===== src/rtl/pipe_ctrl.sv =====
// Pipeline hazard/stall/flush controller: per-stage write enables and clears plus PC redirect sequencing.
// Optional MEM2 TLB-instruction refetch redirect is enabled by defining PIPE_CTRL_TLB_REFETCH_EN.
//
// state | meaning
// RUN   | normal issue; stalls resolved by priority, flush events captured here
// DRAIN | redirect pending, waiting for the outstanding fetch to return and be dropped
// REDIR | single cycle in which PF loads redirect_pc
module pipe_ctrl (
  input  logic        clk,
  input  logic        rst,
  input  logic [4:0]  ID_RS,
  input  logic [4:0]  ID_RT,
  input  logic        EX_DMRd,
  input  logic [4:0]  EX_RD,
  input  logic        icache_stall,
  input  logic        dcache_stall,
  input  logic        div_busy,
  input  logic        MEM1_flush_req,
  input  logic [31:0] MEM1_target,
  input  logic        MEM2_TLB_refetch,
  input  logic [31:0] MEM2_PC,
  output logic        PF_IFWr,
  output logic        IF_IDWr,
  output logic        ID_EXWr,
  output logic        EX_MEM1Wr,
  output logic        MEM1_MEM2Wr,
  output logic        MEM2_WBWr,
  output logic        IF_Flush,
  output logic        ID_Flush,
  output logic        EX_Flush,
  output logic        MEM1_Flush,
  output logic        MEM2_Flush,
  output logic        redirect_valid,
  output logic [31:0] redirect_pc,
  output logic        fetch_discard
);

  typedef enum logic [1:0] {
    RUN   = 2'd0,
    DRAIN = 2'd1,
    REDIR = 2'd2
  } state_t;

  state_t      state, state_nx;
  logic [31:0] redirect_pc_nx;
  logic        load_use;
  logic        tlb_evt;
  logic        flush_evt;
  logic [31:0] flush_target;

  assign load_use = EX_DMRd && (EX_RD != 5'd0) && ((EX_RD == ID_RS) || (EX_RD == ID_RT));

`ifdef PIPE_CTRL_TLB_REFETCH_EN
  // Refetch restarts after the TLB instruction; it wins over MEM1 because MEM1 is younger.
  assign tlb_evt      = MEM2_TLB_refetch;
  assign flush_target = tlb_evt ? (MEM2_PC + 32'd4) : MEM1_target;
`else
  logic unused_tlb;
  assign unused_tlb   = ^{MEM2_TLB_refetch, MEM2_PC};
  assign tlb_evt      = 1'b0;
  assign flush_target = MEM1_target;
`endif

  // A flush held off by a dcache stall is simply re-presented once the stall clears.
  assign flush_evt  = !dcache_stall && (MEM1_flush_req || tlb_evt);
  assign MEM2_Flush = 1'b0;

  always_ff @(posedge clk) begin
    if (rst) begin
      state       <= RUN;
      redirect_pc <= 32'd0;
    end else begin
      state       <= state_nx;
      redirect_pc <= redirect_pc_nx;
    end
  end

  always_comb begin
    PF_IFWr        = 1'b1;
    IF_IDWr        = 1'b1;
    ID_EXWr        = 1'b1;
    EX_MEM1Wr      = 1'b1;
    MEM1_MEM2Wr    = 1'b1;
    MEM2_WBWr      = 1'b1;
    IF_Flush       = 1'b0;
    ID_Flush       = 1'b0;
    EX_Flush       = 1'b0;
    MEM1_Flush     = 1'b0;
    redirect_valid = 1'b0;
    fetch_discard  = 1'b0;
    state_nx       = state;
    redirect_pc_nx = redirect_pc;

    case (state)
      RUN: begin
        if (flush_evt) begin
          PF_IFWr        = 1'b0;
          IF_Flush       = 1'b1;
          ID_Flush       = 1'b1;
          EX_Flush       = 1'b1;
          MEM1_Flush     = 1'b1;
          redirect_pc_nx = flush_target;
          state_nx       = icache_stall ? DRAIN : REDIR;
        end else if (dcache_stall) begin
          PF_IFWr     = 1'b0;
          IF_IDWr     = 1'b0;
          ID_EXWr     = 1'b0;
          EX_MEM1Wr   = 1'b0;
          MEM1_MEM2Wr = 1'b0;
          MEM2_WBWr   = 1'b0;
        end else if (div_busy) begin
          PF_IFWr   = 1'b0;
          IF_IDWr   = 1'b0;
          ID_EXWr   = 1'b0;
          EX_MEM1Wr = 1'b0;
          EX_Flush  = 1'b1;
        end else if (load_use) begin
          PF_IFWr  = 1'b0;
          IF_IDWr  = 1'b0;
          ID_Flush = 1'b1;
        end else if (icache_stall) begin
          PF_IFWr  = 1'b0;
          IF_Flush = 1'b1;
        end
      end

      DRAIN: begin
        fetch_discard = 1'b1;
        IF_Flush      = 1'b1;
        PF_IFWr       = 1'b0;
        IF_IDWr       = 1'b0;
        ID_EXWr       = 1'b0;
        EX_MEM1Wr     = 1'b0;
        MEM1_MEM2Wr   = !dcache_stall;
        MEM2_WBWr     = !dcache_stall;
        if (!icache_stall) state_nx = REDIR;
      end

      REDIR: begin
        redirect_valid = 1'b1;
        IF_Flush       = 1'b1;
        state_nx       = RUN;
      end

      default: state_nx = RUN;
    endcase
  end

endmodule


===== config.mk =====
export PLATFORM = sky130hd
export DESIGN_NAME = pipe_ctrl
export DESIGN_NICKNAME = d
export VERILOG_FILES = /design/src/rtl/pipe_ctrl.sv
export SDC_FILE = /design/constraint.sdc
export NUM_CORES = 1
export LEC_CHECK = 0
export CAP_MARGIN = 15
export CORE_MARGIN = 2
export CORE_UTILIZATION = 28
export DETAILED_ROUTE_END_ITERATION = 7
export PLACE_DENSITY = 0.84
export SYNTH_ARGS = -nofsm -noshare
export SYNTH_HDL_FRONTEND = slang
export SYNTH_SLANG_ARGS = --single-unit

===== constraint.sdc =====
create_clock -name clk -period 1.5 [get_ports clk]
set_input_delay 0.3 -clock clk [delete_from_list [all_inputs] [get_ports clk]]
set_output_delay 0.3 -clock clk [all_outputs]
set_load 0.05 [all_outputs]

==> flow_metrics.env, run 1 <==
export IMPL_outcome="finished, violations left"
export IMPL_violations="negative setup slack"
export IMPL_antenna_found_initial=0
export IMPL_core_mm2=0.00517
export IMPL_synthesis_area_mm2=0.00153
export IMPL_place_hpwl_um=4090
export IMPL_reg2regPathDepth=11
export IMPL_cts_made_buffers=5
export IMPL_critical_path_arrival_ps=1760
export IMPL_min_period_ps=2060
export IMPL_synthesis_nets=290
export IMPL_power_density_mw_per_mm2=799
export IMPL_cap_violations=0
export IMPL_min_from="redirect_pc[9]"
export IMPL_wl_per_cell_um=16.8
export IMPL_io_pins=132
export IMPL_power_leakage_nw=1.65
export IMPL_postRouteWirelength_um=6770
export IMPL_ant_nets=0
export IMPL_cp_required_ps=1200
export IMPL_synth_area_top_cells="dfxtp_1 (45%), nand2_1 (16%), a21oi_1 (12%)"
export IMPL_yosys_area_top_type="dfxtp_1"
export IMPL_rsz0062_at_grt="yes"
export IMPL_rrSetupSlack_ps=-230
export IMPL_grt_pass1_wl_um=10300
export IMPL_avgSynthCellArea_um2=7.66
export IMPL_multiInputGateArea_mm2=0.00126
export IMPL_numPortBuffers=97
export IMPL_path_max_fanout=4
export IMPL_fin_crit_sh=1.37
export IMPL_ys_seq_elements=34
export IMPL_viasPerCell=4.74
export IMPL_diodes=0
export IMPL_drt_iter0_drc=46
export IMPL_die_h_um=77.8
export IMPL_yosysMostFrequentCell="nand2_1"
export IMPL_fill_cells=335
export IMPL_cts_max_level=2
export IMPL_dp_cells=380
export IMPL_rows=26
export IMPL_cts_sinks=34
export IMPL_fin_ws_ps=-559
export IMPL_synth_edf_count=0
export IMPL_final_nets=423
export IMPL_setup_viol=45
export IMPL_synth_seq_area_share=0.446
export IMPL_grtUsageTotal=0.218
export IMPL_synth_top_area_share=0.446
export IMPL_crit_reg2reg_launch="state[1]"
export IMPL_drc_errors=0
export IMPL_seq_area_um2=683
export IMPL_initial_utilization=0.295
export IMPL_hold_end="redirect_pc[9]"
export IMPL_firstDrtPassIters=4
export IMPL_dieArea_mm2=0.00605
export IMPL_ys_warn_count=0
export IMPL_grt_pass1_vias=2104
export IMPL_min_path_cells=2
export IMPL_clk_latency_ps=290
export IMPL_die_width_um=77.8
export IMPL_clk_path_buf_depth=2
export IMPL_slew_violations=0
export IMPL_ys_types=29
export IMPL_reg2reg_to="state[0]"
export IMPL_skew_ps=8.72
export IMPL_critPathKind="in2out"
export IMPL_grt_max_degree=33
export IMPL_gp_congestion=0.784
export IMPL_final_cells=403
export IMPL_root_buffer="clkbuf_8"
export IMPL_synthFlopType="dfxtp_1"
export IMPL_hold_path_class="reg2reg"
export IMPL_path_clk_slew_ps=70
export IMPL_start_kind="primary input"
export IMPL_via_count=1912
export IMPL_vdd_ir_drop_worst_uv=735
export IMPL_finalHoldViolations=0
export IMPL_grt_ovfl_total=0
export IMPL_layout_area_overhead_vs_synth_pct=163
export IMPL_synth_commonest_cells="nand2_1 (67), a21oi_1 (36), dfxtp_1 (34), xnor2_1 (10), clkbuf_1 (6)"
export IMPL_setup_worst_path_end_class="output pin"
export IMPL_fmax_ghz=0.486
export IMPL_tritoncts="built"
export IMPL_ys_async_sr_fraction=0
export IMPL_preCtsSetupSlack_ps=-778
export IMPL_postSynthCellCount=199
export IMPL_drive_gt1_frac=0.562
## routing by layer
metal / routed length, um / GRT usage
met1: 2360 / 0.222
met4: 112 / 0.0589
met2: 3950 / 0.430
met5: 0 / 0
met3: 345 / 0.0558
## cells by family (layout without fill, tap and decap cells)
logic type               count (synthesis)  in the layout  share of synthesized area
flip-flops                              34             34                      0.446
buffers and inverters                   18            152                     0.0566
other                                    1              1                    0.00246
adder cells (fa/ha/maj)                  4              4                     0.0328
AO/OA/AOI/OAI                           47             47                      0.171
XOR/XNOR                                10             10                     0.0574
AND/OR/NAND/NOR                         85             85                      0.233
## report_power, final
part           internal, mW  total [mW]  switching [mW]
Clock                 0.370       0.705           0.335
Combinational         0.762        1.50           0.741
Sequential            0.953        1.00          0.0513
Total                  2.09        3.21            1.13
## registers in the layout, indices dropped and copies added (netlist names)
register and flops:
state 2, redirect_pc 32
## through the flow
stage | area (um^2) | hold WS, ps | power, mW | util | TNS [ps]
after global routing | 4020 | 514 | 3.34 | 0.777 | -11950
final | 4020 | 492 | 3.21 | 0.777 | -9560
after floorplan | 1620 | 436 | 1.57 | - | -1760
after detailed placement | 3260 | 486 | 2.22 | 0.630 | -15690
after CTS | 3870 | 495 | 3.14 | 0.748 | -11880
after global placement | 3260 | 478 | 2.20 | 0.630 | -14280
## area by class of cell
cell class	count	share of cell area
multi-input cells	147	0.313
repair buffers	140	0.468
clock buffers	7	0.0215
clock inverters	1	0.00125
flip-flops and latches	34	0.170
inverters	4	0.00498
well taps	70	0.0218
## worst max path at each step
stage / startpoint / end / slack (ps) / cells past startpoint
after floorplan: EX_RD[1] / IF_Flush / -400 / 4
after global placement: EX_RD[1] / IF_Flush / -740 / 6
after detailed placement: EX_RD[1] / IF_Flush / -780 / 6
after CTS: EX_RD[4] / IF_Flush / -480 / 6
after global routing: state[1] / PF_IFWr / -580 / 8
final: EX_RD[4] / PF_IFWr / -560 / 7
## cell usage in the layout, fill, tap and decap left out, drive strengths merged, types with 3 or more instances in the layout
master	Yosys	layout
buf	8	89
nand2	67	67
clkdlybuf4s50	0	43
a21oi	36	36
dfxtp	34	34
xnor2	10	10
clkbuf	6	8
dlygate4sd2	0	5
nor2	5	5
nor3	4	4
o21ai	4	4
ha	4	4
inv	4	3
## critical path: stages
cell and delay [ps]:
buf_6 90, or4_4 530, o21ai_4 260, buf_4 180, nor2_4 40, a21oi_4 190
buf_12 160
## timing repair
action	4_1_cts	5_1_grt
setup buffers	13	6
hold buffers	0	0
pin swaps	35	15
endpoints found under the setup margin	33	46
resized for setup	103	56
endpoints found under the hold margin	0	0
gates cloned	3	1
(Power assumes the default switching activity.)
==> inputs of run 2 (changes only) <==
--- a/config.mk
+++ b/config.mk
@@ -10,6 +10,7 @@
 export CORE_UTILIZATION = 28
 export DETAILED_ROUTE_END_ITERATION = 7
 export PLACE_DENSITY = 0.84
+export SKIP_LAST_GASP = 1
 export SYNTH_ARGS = -nofsm -noshare
 export SYNTH_HDL_FRONTEND = slang
 export SYNTH_SLANG_ARGS = --single-unit
==> run 2 against run 1 <==
  * The run still ends with negative setup slack left
  * Routed wire length rose by 0.28%
  * Cell count unchanged
  * Combinational power barely moved
  * Clock-buffer cell count unchanged
  * Setup slack improved by 33 ps
  * Non-clock buffer count is the same
  * Total power barely moved
  * Sequential share of layout area rose by 0.085 points
  * Register-to-register slack barely moved
  * Critical path depth unchanged
  * Die area stayed put
==> flow_metrics.env, run 2 (synthesis gave the netlist of run 1 again) <==
export IMPL_gp_congestion=0.784
export IMPL_fin_ws_ps=-526
export IMPL_skew_ps=9.83
export IMPL_place_hpwl_um=4090
export IMPL_layout_area_overhead_vs_synth_pct=162
export IMPL_drive_gt1_frac=0.550
export IMPL_viasPerCell=4.76
export IMPL_numPortBuffers=97
export IMPL_final_cell_mix="buf_12 (50), clkdlybuf4s50_1 (45), nand2_1 (35)"
export IMPL_firstDrtPassIters=4
export IMPL_root_buffer="clkbuf_8"
export IMPL_clk_path_buf_depth=2
export IMPL_cap_violations=0
export IMPL_via_count=1917
export IMPL_antenna_found_initial=0
export IMPL_utilization=0.773
export IMPL_io_pins=132
export IMPL_grtUsageTotal=0.217
export IMPL_slew_violations=0
export IMPL_postRouteWirelength_um=6790
export IMPL_path_clk_slew_ps=70
export IMPL_met1Wirelength_um=2380
export IMPL_vdd_ir_drop_worst_uv=741
export IMPL_cp_required_ps=1200
export IMPL_setup_viol=45
export IMPL_grt_max_degree=33
export IMPL_finalHoldViolations=0
export IMPL_violations="negative setup slack"
export IMPL_clk_latency_ps=290
export IMPL_critical_path_arrival_ps=1730
export IMPL_top_register="redirect_pc"
export IMPL_largest_reg_flops=32
export IMPL_dieArea_mm2=0.00605
export IMPL_met3_length_um=387
export IMPL_power_density_mw_per_mm2=803
export IMPL_grt_ovfl_total=0
export IMPL_fill_cells=338
export IMPL_path_max_fanout=4
export IMPL_preCtsSetupSlack_ps=-778
export IMPL_die_h_um=77.8
export IMPL_top_layer_used="met4"
export IMPL_initial_utilization=0.295
export IMPL_ant_nets=0
export IMPL_min_period_ps=2030
export IMPL_final_nets=423
export IMPL_cts_sinks=34
export IMPL_hold_path_class="reg2reg"
export IMPL_setup_worst_path_end_class="output pin"
export IMPL_outcome="finished, violations left"
export IMPL_hold_buffers=0
export IMPL_wl_per_cell_um=16.8
export IMPL_cts_made_buffers=5
export IMPL_drc_errors=0
export IMPL_grt_pass1_wl_um=10200
export IMPL_layout_commonest_cell="buf_12"
export IMPL_drt_iter0_drc=32
export IMPL_grt_pass1_vias=2097
export IMPL_die_width_um=77.8
export IMPL_rows=26
export IMPL_fmax_ghz=0.494
export IMPL_dr_wl_met2_um=3880
export IMPL_rsz0062_at_grt="yes"
export IMPL_power_leakage_nw=1.63
export IMPL_diodes=0
export IMPL_core_mm2=0.00517
export IMPL_cts_max_level=2
export IMPL_reg_largest_list="redirect_pc (32), state (2)"
export IMPL_tritoncts="built"
export IMPL_critPathKind="in2out"
export IMPL_fin_crit_sh=1.35
export IMPL_start_kind="primary input"
-- run 2: path summary, 6_finish.rpt --
path / depth (start not counted) / end / start / slack [ps]
setup / recovery: 7 / ID_Flush / ID_RT[2] / -530
hold / removal: 2 / redirect_pc[22] / redirect_pc[22] / 490
hold reg to reg: 2 / redirect_pc[22] / redirect_pc[22] / 490
setup reg to reg: 11 / state[0] / state[1] / -220
-- run 2: cell type report --
| type | count | area, um^2 | area share |
|---|---|---|---|
| Inverter | 4 | 20.0 | 0.00501 |
| Clock buffer | 7 | 86.3 | 0.0216 |
| Timing Repair Buffer | 140 | 1880 | 0.470 |
| Clock inverter | 1 | 5.00 | 0.00125 |
| Tap cell | 70 | 87.6 | 0.0219 |
| Multi-Input combinational cell | 147 | 1240 | 0.310 |
| Sequential cell | 34 | 683 | 0.171 |
-- run 2: per-stage QoR --
stage | power, mW | hold WS [ps] | instances | setup TNS [ps] | cell area (um^2)
2_1_floorplan | 1.57 | 436 | 199 | -1760 | 1620
3_3_place_gp | 2.20 | 478 | 380 | -14280 | 3260
3_5_place_dp | 2.22 | 486 | 380 | -15690 | 3260
4_1_cts | 3.14 | 495 | 404 | -12260 | 3860
5_1_grt | 3.32 | 517 | 403 | -12170 | 4000
6_report | 3.21 | 493 | 403 | -9390 | 4000
-- run 2: power by group --
part / switching, mW / total [mW] / internal, mW
Combinational: 0.737 / 1.50 / 0.760
Sequential: 0.0513 / 1.00 / 0.953
Clock: 0.338 / 0.709 / 0.370
-- run 2: per-layer routing --
| metal | GRT usage | vias to the layer above |
|---|---|---|
| met5 | 0 | - |
| met4 | 0.0589 | 0 |
| met3 | 0.0558 | 14 |
| met1 | 0.220 | 918 |
| li1 | - | 910 |
| met2 | 0.429 | 75 |
-- run 2: what timing repair did --
action                                  4_1_cts  5_1_grt
resized for setup                           100       53
pin swaps                                    35       16
setup buffers                                13        7
cloned                                        3        1
endpoints found under the setup margin       33       46
-- run 2: worst max-delay path, stage by stage --
cell             delay (ps)
clkdlybuf4s50_1         480
xnor2_1                 150
nand3_1                 150
o22ai_2                 250
buf_12                  160
a21o_4                  120
buf_12                  130
